===== src/rtl/gaussian_window_3x3_if.sv =====
// Stream bundle between the line buffer taps and the 3x3 Gaussian window filter.
// The slave side is the filter; the master side drives the row taps.
interface gaussian_window_3x3_if;
    logic       clear_i;
    logic       valid_i;
    logic [7:0] row0_i;
    logic [7:0] row1_i;
    logic [7:0] row2_i;
    logic [7:0] pixel_o;
    logic       valid_o;
    logic       frame_done_o;

    modport master (
        output clear_i, valid_i, row0_i, row1_i, row2_i,
        input  pixel_o, valid_o, frame_done_o
    );

    modport slave (
        input  clear_i, valid_i, row0_i, row1_i, row2_i,
        output pixel_o, valid_o, frame_done_o
    );
endinterface


===== src/rtl/gaussian_window_3x3.sv =====
// Sliding 3x3 window over three aligned row taps, filtered by [1 2 1; 2 4 2; 1 2 1]/16
// with round-half-up; one output per horizontally complete window, last-of-frame flagged.
module gaussian_window_3x3 #(
    parameter int IMG_WIDTH  = 640,
    parameter int IMG_HEIGHT = 480
) (
    input  logic                  clk,
    input  logic                  rst,
    gaussian_window_3x3_if.slave  bus
);
    localparam int DATA_W = 8;
    localparam int SUM_W  = DATA_W + 2;
    localparam int COL_W  = (IMG_WIDTH  > 1) ? $clog2(IMG_WIDTH)  : 1;
    localparam int ROW_W  = (IMG_HEIGHT > 1) ? $clog2(IMG_HEIGHT) : 1;
    localparam logic [COL_W-1:0] COL_LAST = COL_W'(IMG_WIDTH - 1);
    localparam logic [ROW_W-1:0] ROW_LAST = ROW_W'(IMG_HEIGHT - 3);

    function automatic logic [SUM_W-1:0] f_row_sum(input logic [DATA_W-1:0] a,
                                                   input logic [DATA_W-1:0] b,
                                                   input logic [DATA_W-1:0] c);
        return {2'b00, a} + {1'b0, b, 1'b0} + {2'b00, c};
    endfunction

    // Max weighted total is 4088, so the rounded result never exceeds 255.
    function automatic logic [DATA_W-1:0] f_round(input logic [SUM_W-1:0] s0,
                                                  input logic [SUM_W-1:0] s1,
                                                  input logic [SUM_W-1:0] s2);
        logic [SUM_W+2:0] t;
        t = {3'b000, s0} + {2'b00, s1, 1'b0} + {3'b000, s2} + (SUM_W+3)'(8);
        return DATA_W'(t >> 4);
    endfunction

    logic [DATA_W-1:0] r_win_p0 [3][3];
    logic [COL_W-1:0]  r_col;
    logic [ROW_W-1:0]  r_row;
    logic              r_vld_p0, r_last_p0;
    logic [SUM_W-1:0]  r_sum_p1 [3];
    logic              r_vld_p1, r_last_p1;
    logic [DATA_W-1:0] r_pix_p2;
    logic              r_vld_p2, r_last_p2;
    logic [DATA_W-1:0] w_taps [3];

    assign w_taps[0] = bus.row0_i;
    assign w_taps[1] = bus.row1_i;
    assign w_taps[2] = bus.row2_i;

    // Stage p0: window shift, position counters, window-valid and last flags
    always_ff @(posedge clk or negedge rst) begin
        if (!rst) begin
            for (int r = 0; r < 3; r++)
                for (int c = 0; c < 3; c++)
                    r_win_p0[r][c] <= '0;
            r_col     <= '0;
            r_row     <= '0;
            r_vld_p0  <= 1'b0;
            r_last_p0 <= 1'b0;
        end else if (bus.clear_i) begin
            for (int r = 0; r < 3; r++)
                for (int c = 0; c < 3; c++)
                    r_win_p0[r][c] <= '0;
            r_col     <= '0;
            r_row     <= '0;
            r_vld_p0  <= 1'b0;
            r_last_p0 <= 1'b0;
        end else begin
            r_vld_p0  <= 1'b0;
            r_last_p0 <= 1'b0;
            if (bus.valid_i) begin
                for (int r = 0; r < 3; r++) begin
                    r_win_p0[r][2] <= r_win_p0[r][1];
                    r_win_p0[r][1] <= r_win_p0[r][0];
                    r_win_p0[r][0] <= w_taps[r];
                end
                r_vld_p0  <= (r_col >= COL_W'(2));
                r_last_p0 <= (r_col == COL_LAST) && (r_row == ROW_LAST);
                if (r_col == COL_LAST) begin
                    r_col <= '0;
                    r_row <= (r_row == ROW_LAST) ? '0 : r_row + ROW_W'(1);
                end else begin
                    r_col <= r_col + COL_W'(1);
                end
            end
        end
    end

    // Stage p1: horizontal [1 2 1] sum per window row
    always_ff @(posedge clk or negedge rst) begin
        if (!rst) begin
            for (int r = 0; r < 3; r++)
                r_sum_p1[r] <= '0;
            r_vld_p1  <= 1'b0;
            r_last_p1 <= 1'b0;
        end else if (bus.clear_i) begin
            for (int r = 0; r < 3; r++)
                r_sum_p1[r] <= '0;
            r_vld_p1  <= 1'b0;
            r_last_p1 <= 1'b0;
        end else begin
            for (int r = 0; r < 3; r++)
                r_sum_p1[r] <= f_row_sum(r_win_p0[r][0], r_win_p0[r][1], r_win_p0[r][2]);
            r_vld_p1  <= r_vld_p0;
            r_last_p1 <= r_last_p0;
        end
    end

    // Stage p2: vertical [1 2 1] combine, round, register outputs
    always_ff @(posedge clk or negedge rst) begin
        if (!rst) begin
            r_pix_p2  <= '0;
            r_vld_p2  <= 1'b0;
            r_last_p2 <= 1'b0;
        end else if (bus.clear_i) begin
            r_pix_p2  <= '0;
            r_vld_p2  <= 1'b0;
            r_last_p2 <= 1'b0;
        end else begin
            r_pix_p2  <= f_round(r_sum_p1[0], r_sum_p1[1], r_sum_p1[2]);
            r_vld_p2  <= r_vld_p1;
            r_last_p2 <= r_last_p1 & r_vld_p1;
        end
    end

    assign bus.pixel_o      = r_pix_p2;
    assign bus.valid_o      = r_vld_p2;
    assign bus.frame_done_o = r_last_p2;
endmodule


===== src/flat_wrapper.sv =====
// flat-port wrapper written by rule: the top's interface ports become plain ports
module gaussian_window_3x3_flat 
#(
    parameter int IMG_WIDTH  = 640,
    parameter int IMG_HEIGHT = 480
)
  (clk, rst, bus_clear_i, bus_valid_i, bus_row0_i, bus_row1_i, bus_row2_i, bus_pixel_o, bus_valid_o, bus_frame_done_o);
  gaussian_window_3x3_if bus_i ();
  input  logic clk;
  input  logic rst;
  input wire logic [$bits(bus_i.clear_i)-1:0] bus_clear_i;
  input wire logic [$bits(bus_i.valid_i)-1:0] bus_valid_i;
  input wire logic [$bits(bus_i.row0_i)-1:0] bus_row0_i;
  input wire logic [$bits(bus_i.row1_i)-1:0] bus_row1_i;
  input wire logic [$bits(bus_i.row2_i)-1:0] bus_row2_i;
  output wire logic [$bits(bus_i.pixel_o)-1:0] bus_pixel_o;
  output wire logic [$bits(bus_i.valid_o)-1:0] bus_valid_o;
  output wire logic [$bits(bus_i.frame_done_o)-1:0] bus_frame_done_o;
  assign bus_i.clear_i = bus_clear_i;
  assign bus_i.valid_i = bus_valid_i;
  assign bus_i.row0_i = bus_row0_i;
  assign bus_i.row1_i = bus_row1_i;
  assign bus_i.row2_i = bus_row2_i;
  assign bus_pixel_o = bus_i.pixel_o;
  assign bus_valid_o = bus_i.valid_o;
  assign bus_frame_done_o = bus_i.frame_done_o;
  gaussian_window_3x3 #(.IMG_WIDTH(IMG_WIDTH), .IMG_HEIGHT(IMG_HEIGHT)) u_core (.clk(clk), .rst(rst), .bus(bus_i));
endmodule

===== config.mk =====
export PLATFORM = sky130hd
export DESIGN_NAME = gaussian_window_3x3_flat
export DESIGN_NICKNAME = d
export VERILOG_FILES = /design/src/rtl/gaussian_window_3x3_if.sv /design/src/rtl/gaussian_window_3x3.sv /design/src/flat_wrapper.sv
export SDC_FILE = /design/constraint.sdc
export NUM_CORES = 1
export LEC_CHECK = 0
export ABC_AREA = 1
export CAP_MARGIN = 40
export CORE_ASPECT_RATIO = 1.2
export CORE_UTILIZATION = 60
export DETAILED_ROUTE_END_ITERATION = 16
export GPL_ROUTABILITY_DRIVEN = 0
export MAX_ROUTING_LAYER = met4
export PLACE_DENSITY = 0.8
export RECOVER_POWER = 100
export SLEW_MARGIN = 20
export SYNTH_ARGS = -nofsm -noshare
export SYNTH_HDL_FRONTEND = slang
export SYNTH_SLANG_ARGS = --single-unit

===== constraint.sdc =====
create_clock -name clk -period 5.3 [get_ports clk]
set_input_delay 0.795 -clock clk [delete_from_list [all_inputs] [get_ports clk]]
set_output_delay 0.795 -clock clk [all_outputs]
set_load 0.05 [all_outputs]

Word-level counts from Yosys, hierarchy flattened. Cells that the tools add are included.

Memory bits (read-only): 0. Output and inout bits: 10. Register bits: 135. Memories kept: 0. Latch bits: 0. Memory bits (writable): 0. Word-level logic and storage cells: 59.

Equal/unequal tests: 2. $lt $le $gt $ge: 1. Div/mod/pow operators: 0. Add/subtract/negate cells: 11. Shifts and indexed selects: 0. Bitwise gates (word level): 1. Multiplexer cells: 19. $mul: 0. Reduce and logical (&&, ||, !) cells: 4.

Operator list (count): $mux W72 (2); $mux W9 (4); $add A10 B8 Y10 (3); $add A8 B9 Y10 (3); $mux W10 (3); $mux W30 (1); $add A10 B11 Y12 (1); $add A12 B10 Y12 (1); $add A12 B4 Y12 const B (1); $add A10 B1 Y10 const B (1); $eq A10 B10 Y1 const B (1); $ge A10 B2 Y1 const B (1); $add A9 B1 Y9 const B (1); $eq A9 B9 Y1 const B (1); $mux W1 (8); $mux W8 (1); $reduce_bool A2 Y1 (2); $reduce_and A2 Y1 (1); $and A1 B1 Y1 (1); $logic_and A1 B1 Y1 (1).

Longest topological paths before layout. Gate-level depths: netlist of run 1.

Word-level depth: 5. Gate-level depth with buffers: 13. Mapped depth without buffers: 13.

Worst setup path after synthesis of run 1. Ideal clock, no wire load.

Path type: register -> register. Start point: register u_core.r_sum_p1[4] (netlist bit). End point: register u_core.r_pix_p2[5], in the netlist u_core.bus.pixel_o[5]. Arrival: 2.161 ns. Slack: 3.020 ns. Required time: 5.181 ns. Clock period less this slack: 2.280 ns. Path buffers: 0. Stages on the path, launching flop included: 11. Cells stage by stage: dfrtp_1 > inv_1 > fa_1 > inv_1 > ha_1 > ha_1 > nand2_1 > o21ai_0 > nand2_1 > a21oi_1 > nor2_1.

Word-level cells in the longest chain between the ends: 3.

Ends and longest elaborated chain: from (decl) (line gaussian_window_3x3.sv:37) `logic [SUM_W-1:0] r_sum_p1 [3];`; from (signal, indexed assignment) (line gaussian_window_3x3.sv:100) `r_sum_p1[r] <= f_row_sum(r_win_p0[r][0], r_win_p0[r][1], r_win_p0[r][2]);`; $add A12 B10 Y12 (line gaussian_window_3x3.sv:29) `t = {3'b000, s0} + {2'b00, s1, 1'b0} + {3'b000, s2} + (SUM_W+3)'(8);`; $add A12 B4 Y12 (line gaussian_window_3x3.sv:29); $mux W8 (line gaussian_window_3x3.sv:112) `end else if (bus.clear_i) begin`; to (signal assigned) (line gaussian_window_3x3.sv:117) `r_pix_p2 <= f_round(r_sum_p1[0], r_sum_p1[1], r_sum_p1[2]);`; to (decl) (line gaussian_window_3x3.sv:39) `logic [DATA_W-1:0] r_pix_p2;`.

No other way between the ends. A chain may end at the register's enable or synchronous reset.

Final worst setup path of run 1.
Start point: input bus_clear_i. End point: register u_core.r_win_p0[52] (netlist bit).

Word-level cells in the longest chain between the ends: 1. Elaborated cells between the ends (all ways): 2.

Ends and longest elaborated chain: from (decl) (line flat_wrapper.sv:11) `input wire logic [$bits(bus_i.clear_i)-1:0] bus_clear_i;`; $mux W72 / $reduce_bool A2 Y1 (equally long branches); to (signal, indexed assignment) (line gaussian_window_3x3.sv:70) `r_win_p0[r][2] <= r_win_p0[r][1];`; to (signal, indexed assignment) (line gaussian_window_3x3.sv:71) `r_win_p0[r][1] <= r_win_p0[r][0];`; to (signal, indexed assignment) (line gaussian_window_3x3.sv:72) `r_win_p0[r][0] <= w_taps[r];`; to (decl) (line gaussian_window_3x3.sv:33) `logic [DATA_W-1:0] r_win_p0 [3][3];`.

Parallel ways exist; a longest one is shown, timed or not.

==> flow_summary_export.csv, run 1 <==
group,metric,value,unit
placed_design,io_buffer_count,37,
synthesis,ys_ff_latch,135,
clock_tree,h-tree-depth,4,
floorplan,initial_utilization,0.6260,
clock_tree,numCtsBuffers,17,
floorplan,dieArea,12680,um2
timing,finalHoldViolCount,0,
clock_tree,ctsResizeCount,0,
synthesis,synth_top_area_cell,"dfrtp_1",
critical_path,startpoint_type,"input port",
critical_path,critPathKind,"input port to flip-flop",
power,p_leak,0.004299,uW
routing,vias_per_cell,5.521,
final_layout,nets,965,
routing,drtAntennaViolNets,0,
grt,grt_overflow,0,
power,ir_worst_vdd,0.1989,mV
final_layout,final_cell_area,8447,um2
worst_hold_path,hp-class,"input port to asynchronous set/reset pin",
grt,first_global_vias,5781,
placed_design,dpl.hpwl,10840,um
floorplan,die_y,123.2,um
synthesis,synth_edf_count,0,
clock_tree,clk_pin_slew,60,ps
timing,min_period,3678,ps
clock_tree,cts-root-buf,"clkbuf_16",
floorplan,io_pins,38,
clock_tree,holdBufCountCts,0,
timing,rsz0062_at_grt,"false",
routing,routedWlPerCell,15.15,um
power,power_density,307.6,nW/um2
timing,slew_headroom,0.04082,
final_layout,diodes,0,
timing,clock.fmax,0.2719,GHz
routing,vias,5665,
grt,grt_pass1_wl,26390,um
synthesis,ys.flop_type,"dfrtp_1",
timing,skew,6.264,ps
timing,drv_slew,0,
routing,drt_wl_total,15550,um
timing,fin_crit_sh,0.6940,
floorplan,die_w,103.0,um
timing,fin_tns_setup,0,ps
routing,drt_iter0_drc,334,
grt,grt_max_degree,59,
synthesis,ys_types,36,
critical_path,arrival,4020,ps
critical_path,crit_path_end_kind,"flip-flop",
placed_design,placed_area,7874,um2
clock_tree,cts_tree,"done",
timing,setup_violations,0,
floorplan,core,11730,um2
critical_path,reg2reg_slack,2660,ps
clock_tree,clockBufferDepth,2,
synthesis,seq_area_frac_synth,0.4601,
floorplan,rows,43,
synthesis,synthArstFlopShare,1.000,
flow_run,drv_cap,0,
final_layout,register_area,3378,um2
clock_tree,clk-insertion-delay-late,430,ps
final_layout,drive_gt1_frac,0.04948,
timing,worst_slew_pin_slew,1439,ps
critical_path,critPathMaxFanout,36,
synthesis,synth_common_cells,"147 x nand2_1, 137 x inv_1, 135 x dfrtp_1",
synthesis,synthCells,814,
timing,hold_slack,315.7,ps
final_layout,multi_input_area,3331,um2
final_layout,area_growth,15.05,%
final_layout,nFillCells,857,
synthesis,synth_area_leaders,"dfrtp_1 46%, fa_1 9.0%, ha_1 8.2%",
synthesis,yosys.cell_count.top_type,"nand2_1",
synthesis,synth_area,7342,um2
routing,firstDrtPassIters,5,
grt,antenna_found_initial,0,
synthesis,avgSynthCellArea,9.020,um2
grt,grt_util_all_layers,0.2846,
synthesis,ys_warn_count,0,
clock_tree,postCtsSetupBuffers,0,
synthesis,synth_nets,923,
synthesis,synth_top_area_frac,0.4601,
status,status,"complete, no violations",
routing,drc,0,
critical_path,cp.required,5640,ps
clock_tree,clock_sinks,135,
==> state kept, by name, indices dropped and copies added (netlist names) <==
register and cells:
u_core.r_win_p0 72, u_core.r_sum_p1 30, u_core.r_col 10, u_core.r_row 9, u_core.bus.pixel_o 8, u_core.bus.frame_done_o 1
u_core.bus.valid_o 1, u_core.r_last_p0 1, u_core.r_last_p1 1, u_core.r_vld_p0 1, u_core.r_vld_p1 1
==> through the flow <==
step                      power (uW)  instances  setup slack [ps]    util
after floorplan                 1309        814              3020       -
after global placement          1408        993              2098  0.6696
after detailed placement        1421        994              1962  0.6713
after CTS                       2612       1026              2365  0.7223
after global routing            2691       1026              1344  0.7202
final                           2598       1026              1622  0.7202
==> final cells by class <==
cell class | instances | area share
Tap cell | 157 | 0.02326
Clock inverter | 13 | 0.01837
Sequential cell | 135 | 0.3999
Inverter | 138 | 0.06132
Timing Repair Buffer | 45 | 0.05036
Multi-Input combinational cell | 519 | 0.3943
Clock buffer | 19 | 0.05244
==> path summary, 6_finish.rpt <==
path | start | endpoint | depth (start not counted)
max reg2reg | u_core.r_sum_p1[2] | u_core.bus.pixel_o[6] | 12
max in group asynchronous | rst | u_core.r_col[1] | 3
max | bus_clear_i | u_core.r_win_p0[52] | 7
min | rst | u_core.r_win_p0[40] | 1
min in group clk | u_core.r_vld_p0 | u_core.r_vld_p1 | 2
min reg2reg | u_core.r_vld_p0 | u_core.r_vld_p1 | 2
==> cell usage in the layout, fill, tap and decap left out, types with 2 or more instances in the layout <==
cell / netlist / layout
nand2_1: 147 / 149
inv_1: 137 / 138
dfrtp_1: 135 / 135
o21ai_0: 77 / 79
nor2_1: 64 / 64
ha_1: 48 / 48
nand3_1: 41 / 41
a21oi_1: 36 / 36
fa_1: 33 / 33
o22ai_1: 25 / 25
clkdlybuf4s50_1: 0 / 25
clkbuf_16: 0 / 17
dlygate4sd3_1: 0 / 11
nor3_1: 9 / 9
o21bai_1: 5 / 5
clkinv_2: 0 / 5
clkbuf_1: 11 / 5
a31oi_1: 4 / 4
nand4_1: 4 / 4
nand3b_1: 4 / 4
buf_4: 0 / 4
nand3_2: 3 / 3
clkinvlp_4: 0 / 3
bufinv_16: 0 / 3
o211ai_1: 2 / 2
xor2_1: 2 / 2
nor3b_1: 2 / 2
clkinv_4: 0 / 2
==> kinds of logic after synthesis <==
| family | count (synthesis) | synth area share |
|---|---|---|
| compound gates | 154 | 0.1133 |
| buf+inv | 160 | 0.08487 |
| flops | 135 | 0.4601 |
| fa+ha+maj | 81 | 0.1718 |
| simple gates | 281 | 0.1663 |
| xor+xnor | 3 | 0.003579 |
==> worst max-delay path: stages <==
cell and delay, ps:
dlygate4sd3_1 720, inv_1 850, nand2_1 700, inv_1 360, buf_4 350, nand2_1 120, o21ai_0 100
==> routing by layer <==
layer  routed length, um  vias to the layer above  GRT usage
met5                   0                        -          -
met4                 459                        0     0.1294
met3                 642                       49    0.06444
met2                8132                      162     0.4742
met1                6312                     2753     0.3275
li1                    -                     2701          -
==> power by group <==
part / switching, uW / leakage, uW / total (uW) / internal, uW
combinational: 200 / 0.00216 / 307 / 106
sequential: 25.5 / 0.00185 / 1100 / 1070
clock: 446 / 0.000288 / 1190 / 747
total: 671 / 0.00430 / 2600 / 1930
Note: power is estimated with default switching activity, not from simulation.
==> run 2, diff against run 1 <==
CORE_UTILIZATION = 55   (was 60)
PLACE_DENSITY = 0.77   (was 0.8)
clock period = 3.3 ns   (was 5.3 ns; I/O delays follow)
==> run 2 against run 1 <==
- the flow now finishes with violations (capacitance limit, slew limit)
- clock power increased by 72%
- final cell count increased by 0.68%
- register-to-register slack got worse by 1900 ps
- sequential share of layout area fell by 0.12 points
- utilization is 6.0 points lower
- wire length fell by 6.2%
- clock-buffer cell count up 2
- non-clock buffer count did not move
==> flow_summary_export.csv, run 2 (synthesis gave the netlist of run 1 again) <==
group,metric,value,unit
status,status,"finished, violations left",
status,violations,"capacitance limit, slew limit",
clock_tree,holdBufCountCts,0,
power,comb_power_share,0.112,
final_layout,final_cell_area,8473,um2
final_layout,nets,965,
clock_tree,clk_pin_slew,60,ps
critical_path,reg2reg_slack,770,ps
grt,grt_pass1_wl,26330,um
critical_path,crit_top_cell,"nand2_1",
timing,slew_headroom,-0.2743,
power,p_leak,0.004296,uW
critical_path,crit_path_end_kind,"flip-flop",
clock_tree,ctsResizeCount,0,
grt,grt_util_all_layers,0.2561,
clock_tree,numCtsBuffers,17,
clock_tree,postCtsSetupBuffers,0,
timing,setup_violations,0,
final_layout,drive_gt1_frac,0.05063,
floorplan,die_w,107.5,um
routing,firstDrtPassIters,4,
floorplan,initial_utilization,0.5719,
timing,fin_tns_setup,0,ps
placed_design,placed_area,7886,um2
timing,fin_crit_sh,0.8413,
routing,drtAntennaViolNets,0,
timing,rsz0062_at_grt,"false",
floorplan,dieArea,13820,um2
timing,min_period,2776,ps
critical_path,slowest_delay,790,ps
worst_hold_path,min_path_cells,2,
critical_path,cp.required,3600,ps
timing,drv_slew,76,
final_layout,largest_reg_flops,72,
clock_tree,h-tree-depth,4,
flow_run,drv_cap,1,
routing,drt_iter0_drc,279,
routing,routedWlPerCell,14.12,um
final_layout,nFillCells,1002,
critical_path,critPathKind,"input port to flip-flop",
power,ir_worst_vdd,0.3550,mV
critical_path,crit_buf_inv,4,
clock_tree,cts-root-buf,"clkbuf_16",
worst_hold_path,min_to,"u_core.r_vld_p1",
worst_hold_path,hold_path.startpoint,"u_core.r_vld_p0",
critical_path,startpoint_type,"input port",
final_layout,post-route-util,0.6600,
routing,vias_per_cell,5.326,
grt,antenna_found_initial,0,
floorplan,die_y,128.6,um
power,seqPwrFrac,0.411,
grt,first_global_vias,5702,
critical_path,reg2reg_to,"u_core.r_row[1]",
floorplan,rows,45,
critical_path,timing.rr.start,"u_core.r_col[1]",
final_layout,regMostFlops,"u_core.r_win_p0",
power,power_density,506.6,nW/um2
timing,finalHoldViolCount,0,
floorplan,io_pins,38,
final_layout,final_common_cell,"nand2_1",
timing,skew,7.376,ps
power,p_clk_frac,0.477,
critical_path,r2r_cells,7,
clock_tree,clockBufferDepth,2,
critical_path,slowest_stage,"dlygate4sd3_1",
floorplan,core,12840,um2
power,swShare,0.2463,
final_layout,area_growth,15.41,%
worst_hold_path,hp-class,"flip-flop to flip-flop",
final_layout,diodes,0,
critical_path,critPathMaxFanout,26,
placed_design,dpl.hpwl,10240,um
grt,grt_max_degree,77,
timing,clock.fmax,0.3602,GHz
placed_design,io_buffer_count,37,
routing,drt_wl_total,14590,um
power,netSwitchingPower,1057,uW
clock_tree,cts_tree,"done",
clock_tree,clock_sinks,135,
grt,grt_overflow,0,
timing,worst_slew_pin_slew,1911,ps
routing,drc,0,
critical_path,cp_top_family,"buffers and inverters",
clock_tree,clk-insertion-delay-late,430,ps
routing,vias,5502,
critical_path,arrival,3070,ps
final_layout,mostFrequentLayoutCells,"149 x nand2_1, 137 x inv_1, 135 x dfrtp_1",
critical_path,worstPathCellList,"dlygate4sd3_1, inv_2, nand2_1, inv_1, clkbuf_2, nand2_1, o21ai_0",
final_layout,reg_top3,"u_core.r_win_p0 (72), u_core.r_sum_p1 (30), u_core.r_col (10)",
power,internal_power,3235,uW
-- run 2: tightest hold or removal path, stage by stage, from the launching register on --
cell	delay (ps)
dfrtp_1	320
inv_1	30
nor2_1	70
-- run 2: layout make-up --
class / count / area (um2) / area share
multi-input combinational: 519 / 3297 / 0.3891
inverter: 138 / 518.0 / 0.06113
clock buffer: 21 / 480.5 / 0.05670
sequential: 135 / 3378 / 0.3987
tap: 164 / 205.2 / 0.02422
timing repair buffer: 45 / 425.4 / 0.05021
clock inverter: 11 / 168.9 / 0.01994
-- run 2: through the flow --
step | hold slack (ps) | total power (uW) | instances | setup slack, ps
3_3_place_gp | 445.2 | 2265 | 1001 | 751.0
5_1_grt | 493.7 | 4478 | 1033 | 303.7
2_1_floorplan | 199.4 | 2102 | 814 | 1020
3_5_place_dp | 450.6 | 2278 | 1001 | 612.1
4_1_cts | 126.7 | 4336 | 1033 | 774.3
6_report | 464.0 | 4292 | 1033 | 523.7
-- run 2: how the worst max path moves through the flow --
stage                  startpoint               endpoint  cells past startpoint
3_5_place_dp          bus_clear_i        u_core.r_col[6]                      9
5_1_grt               bus_clear_i        u_core.r_col[9]                      6
4_1_cts        u_core.r_sum_p1[2]  u_core.bus.pixel_o[6]                     12
6_report              bus_clear_i    u_core.r_win_p0[28]                      7
3_3_place_gp          bus_clear_i        u_core.r_col[6]                      9
2_1_floorplan  u_core.r_sum_p1[4]  u_core.bus.pixel_o[5]                     10
-- run 2: routing by layer --
layer | share of wire | vias to the layer above | GRT usage
met1 | 0.44 | 2656 | 0.3119
met4 | 0.023 | 0 | 0.1015
li1 | - | 2703 | -
met3 | 0.034 | 28 | 0.05674
met5 | 0 | - | -
met2 | 0.51 | 115 | 0.4163
-- run 2: power by group through the flow --
stage / clock [uW] / combinational [uW] / sequential, uW
floorplan: 0 / 276 / 1830
global route: 2150 / 555 / 1770
CTS: 2080 / 495 / 1760
detailed placement: 0 / 484 / 1790
finish: 2050 / 481 / 1760
global placement: 0 / 475 / 1790
==> run 3, diff against run 2 <==
CORE_UTILIZATION = 60   (was 55)
PLACE_DENSITY = 0.8   (was 0.77)
clock period = 2.66 ns   (was 3.3 ns; I/O delays follow)
==> run 3 against run 2 <==
- the run still ends with capacitance limit, slew limit left
- die area is 8.2% lower
- power is 19% higher
- register-to-register slack worse by 570 ps
- clock-buffer cell count unchanged
- clock skew hardly changed
- hold slack gained 4.2 ps
- sequential cell count unchanged
- critical path type unchanged
- critical endpoint is now u_core.r_vld_p0
- largest power group unchanged
- highest routed layer unchanged
==> flow_summary_export.csv, run 3 (synthesis gave the netlist of run 1 again) <==
group,metric,value,unit
power,power_density,605.9,nW/um2
critical_path,arrival,2830,ps
floorplan,die_y,123.2,um
grt,grt_util_all_layers,0.2744,
timing,finalHoldViolCount,0,
critical_path,slowest_stage,"nor2_1",
grt,grt_max_degree,136,
routing,drt_iter0_drc,277,
routing,vias_per_cell,5.491,
clock_tree,cts_tree,"done",
final_layout,post-route-util,0.7188,
floorplan,die_w,103.0,um
critical_path,cp_top_family,"buffers and inverters",
final_layout,reg_top3,"u_core.r_win_p0 (72), u_core.r_sum_p1 (30), u_core.r_col (10)",
power,seqPwrFrac,0.429,
critical_path,worstPathCellList,"dlygate4sd3_1, inv_1, nor2_1, inv_1, clkbuf_2, a31oi_1",
critical_path,slowest_delay,820,ps
power,internal_power,3798,uW
flow_run,drv_cap,1,
final_layout,nets,967,
critical_path,r2r_cells,10,
grt,antenna_found_initial,0,
grt,first_global_vias,5723,
final_layout,drive_gt1_frac,0.05166,
final_layout,final_common_cell,"nand2_1",
placed_design,dpl.cell_count,996,
final_layout,diodes,0,
timing,fin_crit_sh,0.9484,
timing,worst_slew_pin_slew,1782,ps
clock_tree,numCtsBuffers,17,
floorplan,rows,43,
floorplan,io_pins,38,
timing,rsz0062_at_grt,"false",
floorplan,initial_utilization,0.6260,
timing,hold_slack,468.2,ps
timing,clock.fmax,0.3964,GHz
final_layout,area_growth,14.83,%
timing,slew_headroom,-0.1882,
routing,drtAntennaViolNets,0,
floorplan,dieArea,12680,um2
power,p_clk_frac,0.453,
power,swShare,0.2564,
clock_tree,clock_sinks,135,
floorplan,core,11730,um2
clock_tree,h-tree-depth,4,
critical_path,cp.required,2970,ps
critical_path,critPathMaxFanout,33,
clock_tree,clk-insertion-delay-late,420,ps
clock_tree,clockBufferDepth,2,
routing,vias,5645,
critical_path,worstSetupEndpoint,"u_core.r_vld_p0",
critical_path,crit_buf_inv,4,
grt,grt_overflow,0,
routing,routedWlPerCell,14.54,um
grt,grt_pass1_wl,25680,um
critical_path,cp.depth,6,
timing,setup_violations,0,
worst_hold_path,hp-class,"flip-flop to flip-flop",
clock_tree,cts-root-buf,"clkbuf_16",
clock_tree,clk_pin_slew,60,ps
timing,fin_tns_setup,0,ps
placed_design,dpl.hpwl,10310,um
timing,min_period,2523,ps
critical_path,critPathKind,"input port to flip-flop",
status,status,"finished, violations left",
final_layout,largest_reg_flops,72,
critical_path,reg2reg_slack,200,ps
power,p_leak,0.004282,uW
power,comb_power_share,0.118,
final_layout,mostFrequentLayoutCells,"147 x nand2_1, 137 x inv_1, 135 x dfrtp_1",
critical_path,crit_path_end_kind,"flip-flop",
placed_design,io_buffer_count,37,
timing,drv_slew,136,
routing,drt_wl_total,14950,um
critical_path,startpoint,"bus_valid_i",
power,ir_worst_vdd,0.6260,mV
critical_path,startpoint_type,"input port",
routing,drc,0,
final_layout,regMostFlops,"u_core.r_win_p0",
timing,skew,7.729,ps
critical_path,crit_top_cell,"inv_1",
critical_path,timing.rr.start,"u_core.r_sum_p1[4]",
routing,firstDrtPassIters,5,
critical_path,reg2reg_to,"u_core.bus.pixel_o[5]",
power,netSwitchingPower,1310,uW
final_layout,instances_no_fill,1028,
status,violations,"capacitance limit, slew limit",
run 3: cell types whose count changed in the layout (fill, tap and decap cells not counted), moves of 2 or more:
cell / delta
clkbuf_4: +2
clkbuf_1: +3
clkinv_4: +3
bufinv_16: -2
nand2_1: -2
run 3: tightest hold or removal path, cell delays in order, from the launching register on:
cell and delay, ps:
dfrtp_1 320, inv_1 40, nor2_1 70
run 3: per-stage QoR:
stage,instance area [um2],power (uW),worst slack (ps)
after floorplan,7342,2608,379.6
after global placement,7889,2805,281.5
final,8431,5108,137.3
after global routing,8431,5321,21.58
after CTS,8483,5171,107.8
after detailed placement,7889,2834,149.1
run 3: worst min path at each step:
stage | start | to | slack, ps | depth (start not counted)
final | u_core.r_last_p0 | u_core.r_last_p1 | 470 | 2
after global routing | u_core.r_vld_p0 | u_core.r_vld_p1 | 500 | 2
after CTS | rst | u_core.r_win_p0[24] | 130 | 2
after detailed placement | u_core.r_last_p0 | u_core.r_last_p1 | 470 | 2
after global placement | u_core.r_vld_p0 | u_core.r_vld_p1 | 470 | 2
after floorplan | rst | u_core.bus.frame_done_o | 100 | 0
run 3: power groups by stage:
stage / combinational [uW] / clock, uW / sequential, uW
finish: 603 / 2320 / 2190
global route: 683 / 2440 / 2200
CTS: 618 / 2360 / 2190
detailed placement: 609 / 0 / 2230
global placement: 584 / 0 / 2220
floorplan: 342 / 0 / 2270
run 3: routing by layer:
metal  vias to the layer above  track usage  wire, um
li1                       2710            -         -
met1                      2744       0.3191      6414
met2                       153       0.4575      7558
met3                        38      0.05483       545
met4                         0       0.1276       427
met5                         -            -         0
run 3: cell type report:
cell class | instances | area, um2
clock buffers | 21 | 470.5
clock inverters | 11 | 123.9
fillers | 881 | 3298
inverters | 138 | 518.0
multi-input cells | 519 | 3321
flip-flops and latches | 135 | 3378
well taps | 157 | 196.4
repair buffers | 47 | 422.9
run 3: what timing repair did:
item / 4_1_cts / 5_1_grt
hold buffers: 0 / 0
endpoints found under the setup margin: 0 / 4
setup buffers: 0 / 0
resized for setup: 0 / 3
